[src/rtl/spi_host_stream_window.sv]
// Regbus-to-stream window pair for the SPI host datapath.
// A TX window write lands in a Depth-entry staging FIFO that feeds the TX stream.
// An RX window read pops the RX stream with zero latency.
// StallMode selects how a full TX FIFO or an empty RX stream is handled:
//   StallMode=1: the bus is held off (ready=0). RX reads give up after RxTimeout cycles.
//   StallMode=0: the window responds at once with error=1.
// Ports:
//   clk_i, rst_ni           clock, asynchronous active-low reset
//   tx_win_i / tx_win_o     TX window regbus request / response (response is combinational)
//   rx_win_i / rx_win_o     RX window regbus request / response (response is combinational)
//   tx_data_o, tx_be_o      TX stream head data / byte enables
//   tx_valid_o, tx_ready_i  TX stream handshake
//   rx_data_i, rx_valid_i   RX stream data / valid
//   rx_ready_o              RX stream pop (combinational, only with a completing RX read)
//   flush_i                 synchronous clear of the TX FIFO and the RX timeout
//   tx_depth_o              registered TX FIFO occupancy
//   overflow_o, underflow_o one-cycle pulses for a dropped TX write / an errored RX read

package spi_host_stream_window_pkg;

    localparam int unsigned RegAw = 32;
    localparam int unsigned RegDw = 32;

    typedef struct packed {
        logic               valid;
        logic               write;
        logic [RegAw-1:0]   addr;
        logic [RegDw-1:0]   wdata;
        logic [RegDw/8-1:0] wstrb;
    } reg_req_t;

    typedef struct packed {
        logic [RegDw-1:0] rdata;
        logic             error;
        logic             ready;
    } reg_rsp_t;

endpackage

module spi_host_stream_window #(
    parameter type         reg_req_t = spi_host_stream_window_pkg::reg_req_t,
    parameter type         reg_rsp_t = spi_host_stream_window_pkg::reg_rsp_t,
    parameter int unsigned DW        = 32,
    parameter int unsigned Depth     = 4,
    parameter bit          StallMode = 1'b1,
    parameter int unsigned RxTimeout = 64
) (
    input  logic                       clk_i,
    input  logic                       rst_ni,
    input  reg_req_t                   tx_win_i,
    output reg_rsp_t                   tx_win_o,
    input  reg_req_t                   rx_win_i,
    output reg_rsp_t                   rx_win_o,
    output logic [DW-1:0]              tx_data_o,
    output logic [DW/8-1:0]            tx_be_o,
    output logic                       tx_valid_o,
    input  logic                       tx_ready_i,
    input  logic [DW-1:0]              rx_data_i,
    input  logic                       rx_valid_i,
    output logic                       rx_ready_o,
    input  logic                       flush_i,
    output logic [$clog2(Depth+1)-1:0] tx_depth_o,
    output logic                       overflow_o,
    output logic                       underflow_o
);

    localparam int unsigned BW   = DW / 8;
    localparam int unsigned CntW = $clog2(Depth + 1);
    localparam int unsigned PtrW = (Depth > 1) ? $clog2(Depth) : 1;
    localparam int unsigned TmW  = $clog2(RxTimeout + 1);

    // Elaboration-time parameter sanity check
    if ((DW % 8 != 0) || (DW != $bits(tx_win_i.wdata))) begin : g_bad_dw
        $error("spi_host_stream_window: DW must be a multiple of 8 and match the wdata width");
    end

    logic [DW-1:0]   mem_data [Depth];
    logic [BW-1:0]   mem_be   [Depth];
    logic [PtrW-1:0] wr_ptr;
    logic [PtrW-1:0] rd_ptr;
    logic [CntW-1:0] count;
    logic [TmW-1:0]  rx_timer;
    logic            overflow_q;
    logic            underflow_q;

    logic tx_full_c;
    logic push_c;
    logic pop_c;
    logic overflow_c;
    logic underflow_c;
    logic rx_stall_c;

    // The window address is decoded upstream; RX write payloads are discarded
    logic unused_fields;
    assign unused_fields = ^{tx_win_i.addr, rx_win_i.addr, rx_win_i.wdata, rx_win_i.wstrb};

    // Full is judged on the registered count, so a same-cycle pop frees no space
    assign tx_full_c  = (count == CntW'(Depth));
    assign tx_valid_o = (count != '0);
    assign tx_data_o  = mem_data[rd_ptr];
    assign tx_be_o    = mem_be[rd_ptr];
    assign tx_depth_o = count;
    assign overflow_o  = overflow_q;
    assign underflow_o = underflow_q;

    // A flush takes priority over a pop
    assign pop_c = tx_valid_o & tx_ready_i & ~flush_i;

    // TX window response and push decision
    always_comb begin
        tx_win_o   = '0;
        push_c     = 1'b0;
        overflow_c = 1'b0;
        if (tx_win_i.valid) begin
            if (!tx_win_i.write) begin
                tx_win_o.ready = 1'b1;
                tx_win_o.error = 1'b1;
            end else if (tx_win_i.wstrb == '0) begin
                tx_win_o.ready = 1'b1;
            end else if (tx_full_c) begin
                // A stalled write keeps waiting through a flush and lands afterwards
                if (!StallMode) begin
                    tx_win_o.ready = 1'b1;
                    if (!flush_i) begin
                        tx_win_o.error = 1'b1;
                        overflow_c     = 1'b1;
                    end
                end
            end else begin
                // A write in a flush cycle is acknowledged but discarded
                tx_win_o.ready = 1'b1;
                push_c         = ~flush_i;
            end
        end
    end

    // RX window response, stream pop and timeout decision
    always_comb begin
        rx_win_o    = '0;
        rx_ready_o  = 1'b0;
        underflow_c = 1'b0;
        rx_stall_c  = 1'b0;
        if (rx_win_i.valid) begin
            if (rx_win_i.write) begin
                rx_win_o.ready = 1'b1;
                rx_win_o.error = 1'b1;
            end else if (rx_valid_i) begin
                rx_win_o.ready = 1'b1;
                rx_win_o.rdata = rx_data_i;
                rx_ready_o     = 1'b1;
            end else if (!StallMode || (rx_timer == TmW'(RxTimeout - 1))) begin
                rx_win_o.ready = 1'b1;
                rx_win_o.error = 1'b1;
                underflow_c    = 1'b1;
            end else begin
                rx_stall_c = 1'b1;
            end
        end
    end

    // FIFO storage, pointers, occupancy, pulses and RX timeout counter
    always_ff @(posedge clk_i or negedge rst_ni) begin
        if (!rst_ni) begin
            for (int unsigned i = 0; i < Depth; i++) begin
                mem_data[i] <= '0;
                mem_be[i]   <= '0;
            end
            wr_ptr      <= '0;
            rd_ptr      <= '0;
            count       <= '0;
            rx_timer    <= '0;
            overflow_q  <= 1'b0;
            underflow_q <= 1'b0;
        end else begin
            overflow_q  <= overflow_c;
            underflow_q <= underflow_c;
            rx_timer    <= (flush_i || !rx_stall_c) ? '0 : rx_timer + TmW'(1);
            if (flush_i) begin
                wr_ptr <= '0;
                rd_ptr <= '0;
                count  <= '0;
            end else begin
                if (push_c) begin
                    mem_data[wr_ptr] <= tx_win_i.wdata;
                    mem_be[wr_ptr]   <= tx_win_i.wstrb;
                    wr_ptr <= (wr_ptr == PtrW'(Depth - 1)) ? '0 : wr_ptr + PtrW'(1);
                end
                if (pop_c) begin
                    rd_ptr <= (rd_ptr == PtrW'(Depth - 1)) ? '0 : rd_ptr + PtrW'(1);
                end
                case ({push_c, pop_c})
                    2'b10:   count <= count + CntW'(1);
                    2'b01:   count <= count - CntW'(1);
                    default: count <= count;
                endcase
            end
        end
    end

endmodule

[config.mk]
export PLATFORM = sky130hd
export DESIGN_NAME = spi_host_stream_window
export DESIGN_NICKNAME = d
export VERILOG_FILES = /design/src/rtl/spi_host_stream_window.sv
export SDC_FILE = /design/constraint.sdc
export NUM_CORES = 1
export LEC_CHECK = 0
export ABC_AREA = 1
export CELL_PAD_IN_SITES_DETAIL_PLACEMENT = 1
export CELL_PAD_IN_SITES_GLOBAL_PLACEMENT = 2
export CORE_ASPECT_RATIO = 1.4
export CORE_UTILIZATION = 24
export CTS_CLUSTER_SIZE = 28
export DETAILED_ROUTE_END_ITERATION = 8
export PLACE_DENSITY = 0.89
export SLEW_MARGIN = 15
export SYNTH_ARGS = -nofsm -noshare
export SYNTH_HDL_FRONTEND = slang
export SYNTH_SLANG_ARGS = --single-unit
[constraint.sdc]
create_clock -name clk_i -period 2.2 [get_ports clk_i]
set_input_delay 0.44 -clock clk_i [delete_from_list [all_inputs] [get_ports clk_i]]
set_output_delay 0.44 -clock clk_i [all_outputs]
set_load 0.005 [all_outputs]
**Word-level counts from Yosys, hierarchy flattened**

Cells that the tools add are included.

- Output and inout bits: 111
- Register bits after elaboration: 159
- Bits of input ports: 177
- Word-level logic and storage cells: 89

- Equal/unequal tests: 6
- Reduce and logical (&&, ||, !) cells: 9
- Bitwise operators: 5
- $lt $le $gt $ge: 3
- Muxes and demuxes: 48
- Add/subtract/negate cells: 5

Operator list:

| kind | number |
|---|---|
| two-way mux 32 bit | 5 |
| bitwise mux 128 bit | 1 |
| binary-select mux 32 bit (select 2 bit) | 1 |
| demux 32 bit (select 2 bit) | 1 |
| two-way mux 34 bit | 1 |
| two-way mux 1 bit | 21 |
| two-way mux 2 bit | 9 |
| bitwise mux 16 bit | 1 |
| two-way mux 4 bit | 3 |
| binary-select mux 4 bit (select 2 bit) | 1 |
| demux 4 bit (select 2 bit) | 1 |
| adder 7 x 1 -> 7 bit, second input constant | 1 |
| == test 7 x 6 -> 1 bit, second input constant | 1 |
| two-way mux 7 bit | 1 |
| == test 2 bit, second input constant | 3 |
| >= comparator 3 bit, second input constant | 2 |
| NOT 2 -> 3 bit | 2 |
| case mux 3 bit (2 select lines) | 1 |
| nonzero test 3 bit | 2 |
| adder 2 x 1 -> 2 bit, second input constant | 2 |
| logical NOT 4 bit | 1 |
| nonzero test 2 bit | 2 |
| adder 3 x 1 -> 3 bit, second input constant | 1 |
| == test 3 bit, second input constant | 1 |
| other kinds (10) | 11 |

**Longest topological paths before layout**

Gate-level depths: netlist of run 1.

- Depth after elaboration: 8
- Gate-level depth with buffers: 13

**Worst setup path before layout of run 1**

OpenSTA, ideal clock, no wires.

- Path type: register -> register
- From: register count[0], in the netlist tx_depth_o[0]
- To: register count[2], in the netlist tx_depth_o[2]
- Cell stages (with the launch flop): 14
- Clock period less this slack: 1898 ps
- Data arrival time: 1782 ps
- Slack: 302 ps
- Cell sequence: dfrtp_1 nor2_1 nand2_1 nand2_1 nor2_1 nand2_1 inv_1 fa_1 xnor2_1 inv_1 nand2_1 nand2_1 nand2_1 nand2_1

RTL lines:

| element | line | RTL |
|---|---|---|
| from (decl) | 81 | `logic [CntW-1:0] count;` |
| from (signal assigned) | 192 | `2'b10: count <= count + CntW'(1);` |
| from (signal assigned) | 193 | `2'b01: count <= count - CntW'(1);` |
| from (signal assigned) | 194 | `default: count <= count;` |
| nonzero test 3 bit * | 99 | `assign tx_valid_o = (count != '0);` |
| net tx_valid_o | 56 | `output logic tx_valid_o,` |
| AND 1 bit * (2 in series) | 107 | `assign pop_c = tx_valid_o & tx_ready_i & ~flush_i;` |
| == test 2 x 1 -> 1 bit / == test 2 bit (equally long branches) | 191 | `case ({push_c, pop_c})` |
| case mux 3 bit (2 select lines) | 191 |  |
| two-way mux 3 bit | 178 | `if (flush_i) begin` |

The timed path passes the listed nets; every way through them passes the cells marked *.
A chain may end at the register's enable or synchronous reset.

==> summary.md, run 1 <==
| Metric | Value |
|---|---|
| Total track usage | `about 16%` |
| Clock transition at the registers of the reported paths | `around 0.070 ns` |
| Layout cells sized above 1 | `23.8%` |
| Die ar. | `approximately 32000 um^2` |
| ANT nets after route | `0` |
| Vias in the first global route | `just over 7000` |
| Final Core Density | `roughly 36%` |
| DP Cell Count | `around 1500` |
| Final min period | `about 2.2 ns` |
| First-pass GRT wire length | `~38 mm` |
| CP peak stage delay | `approximately 0.36 ns` |
| Leakage | `5.31 nW` |
| Worst Slack Setup Final | `-0.0198 ns` |
| CP top delay family | `simple AND/OR/NAND/NOR gates` |
| IO Port Bufs | `around 150` |
| Nets | `roughly 1300` |
| Root Driver | `clkbuf_16` |
| CTS sink cnt | `about 160` |
| Power, Total | `~8.2 mW` |
| CTS tree | `done` |
| Area Growth Syn to Fin | `46.7%` |
| Routed len/inst | `15.7 um` |
| Die H | `around 210 um` |
| FF+latch count, synth | `159` |
| Min-delay worst type | `reg -> reg` |
| Initial Utilization | `about 24%` |
| Width of the die | `approximately 150 um` |
| Leading cell type in the layout, fill and taps excluded | `nand2_1` |
| Slowest stage cell, crit path | `dfrtp_1` |
| Final HPWL DP | `~15 mm` |
| Synth Cell Area | `between 7000 and 8000 um^2` |
| Status | `finished with violations` |
| CTS max path bufs | `2` |
| Setup CP Type | `reg -> out` |
| Cells after Synth | `between 900 and 1000` |
| DRT Wirelength | `about 24 mm` |
| Commonest non-fill, non-tap cells in the layout | `nand2_1, o21ai_0, dfrtp_1` |
| RSZ-0062 raised after global routing | `true` |
| Starting DRT DRC Count | `between 200 and 250` |
| Max VDD drop | `~0.36 mV` |
| Worst skew pair latency | `0.43 ns` |
| H-tree levels | `4` |
| Crit-path cells | `ha_2, nand2_2, nor2_4, nand2_2, nor2_4, buf_6, nand3_4, a21oi_4, buf_2` |
| Crit path required time | `1.76 ns` |
| Fin Setup TNS | `-0.0280 ns` |
| Drt pass-1 iters | `4` |
| Core Area | `30600 um^2` |
| Slew Viols, Final | `0` |
| Syn Area/Cell | `8.14 um^2` |
| Grt ovf | `0` |
| DR DRC count | `0` |
| Rows | `76` |
| Period utilisation layout | `101%` |
| Final hold vios | `0` |
| Count of final setup violators | `2` |
| Buf+Inv Stages, Crit Path | `2` |
| Slew @ Worst Pin | `about 0.52 ns` |
| Post-Layout Inst Area | `roughly 11000 um^2` |
| Initial antenna violation count | `0` |
| Placed Instance Area | `~9700 um^2` |
| Register area share after synthesis | `between 50% and 60%` |
| Max-slew headroom | `around two thirds` |
| Final std cells w/o fill | `~1500` |
| Clock Skew | `roughly 0.0086 ns` |
| Vias per cell | `about 4.5` |
| Critical Path AT | `1.78 ns` |
| Yosys cell types | `24` |
| I/O pin cnt | `~290` |
| Number of diodes | `0` |
| Crit start category | `register` |
| Failing checks | `negative setup slack` |
| Vias after detailed routing | `just under 7000` |
| Fmax | `approximately 450 MHz` |
| Capturing element type of the critical path | `output pin` |
| Max-capacitance violation count | `0` |
| Ys Warns | `0` |
| Cts bufs inserted | `17` |
| GPL Wtd Cong | `0.729` |
| Power per cell area | `about 750 nW/um^2` |
| Largest net degree at the start of global routing | `59` |
| Worst-path maximum fanout | `2` |
stage by stage:
step | hold WS [ns] | worst slack [ns]
floorplan | 0.144 | 0.302
global placement | 0.421 | -0.455
detailed placement | 0.433 | -0.517
CTS | 0.484 | -0.205
global route | 0.502 | -0.159
finish | 0.480 | -0.0198
final timing paths:
check	start	to	slack [ns]	depth (start not counted)
hold / removal	mem_data[40]	mem_data[40]	0.48	2
hold reg to reg	mem_data[40]	mem_data[40]	0.48	2
setup / recovery	rx_timer[0]	rx_win_o[1]	-0.02	9
min in group asynchronous	rst_ni	mem_data[20]	0.52	2
setup reg to reg	tx_depth_o[0]	tx_depth_o[2]	0.30	13
max in group asynchronous	rst_ni	mem_data[2]	1.04	3
cells in the mapped netlist (all sizes together):
library cell | n | share of area, %
xor2 | 2 | 0.24
xnor2 | 3 | 0.35
fa | 1 | 0.27
ha | 5 | 0.84
o22ai | 36 | 3.0
nor2 | 124 | 6.3
a21oi | 4 | 0.27
dfrtp | 159 | 53
conb | 1 | 0.050
o21ai | 220 | 15
buf | 51 | 4.5
clkinv | 1 | 0.050
nand2 | 176 | 9.0
nand4 | 1 | 0.084
a41oi | 1 | 0.12
inv | 88 | 4.4
nand3 | 7 | 0.47
clkbuf | 36 | 1.8
cell families (layout without fill, tap and decap cells):
kind of cell	after synthesis	in the layout	synth area share, %
compound gates	261	261	18.2
other cells	1	33	0.0503
fa+ha+maj	6	6	1.11
xor+xnor	5	5	0.588
simple gates	308	308	15.9
buf+inv	176	358	10.8
flops	159	159	53.4
worst register-to-register path, cell delays in order, from the launching register on:
cell and delay [ns]:
dfrtp_1 0.41, nor2_4 0.15, nand2_1 0.08, nand2_1 0.08
nor2_1 0.06, nand2_1 0.07, inv_1 0.07, fa_1 0.38
xnor2_1 0.21, inv_1 0.06, nand2_1 0.06, nand2_1 0.04
nand2_1 0.06, nand2_1 0.05
registers in the layout, indices dropped and copies added, names as in the netlist:
signal,count
tx_depth_o,3
underflow_o,1
mem_be,16
mem_data,128
wr_ptr,2
rx_timer,7
rd_ptr,2
per-layer routing:
layer / GRT usage, % / vias up / part of all wire (%) / wire (um)
met2: 27.3 / 184 / 51 / 12200
met5: 0 / - / 0 / 0
met4: 5.17 / 0 / 1.9 / 446
met3: 3.29 / 28 / 4.4 / 1060
li1: - / 3291 / - / -
met1: 18.8 / 3261 / 42 / 10100
repair_timing:
action,in CTS,in global routing
pin swaps,34,21
gates cloned,9,0
hold buffers,1,0
endpoints found under the setup margin,73,59
buffers inserted,29,2
endpoints found under the hold margin,44,0
resized for setup,299,137
power by group:
part / switching [mW] / internal, mW / leakage [nW]
sequential: 0.311 / 3.41 / 2.10
combinational: 0.824 / 0.805 / 2.95
clock: 1.27 / 1.60 / 0.260
total: 2.41 / 5.81 / 5.31
layout make-up:
cell class,instances,area (um^2)
Inverter,89,339
Fill cell,3608,19700
Clock inverter,13,130
Timing Repair Buffer,238,2340
Clock buffer,18,439
Tap cell,390,488
Sequential cell,159,3980
Multi-Input combinational cell,613,3220
(Power assumes the default switching activity.)
==> inputs of run 2 (changes only) <==
- ABC_CLOCK_PERIOD_IN_PS: default -> 2200
==> results of run 2 <==
The final DEF is identical to that of run 1; final timing and power are the same.
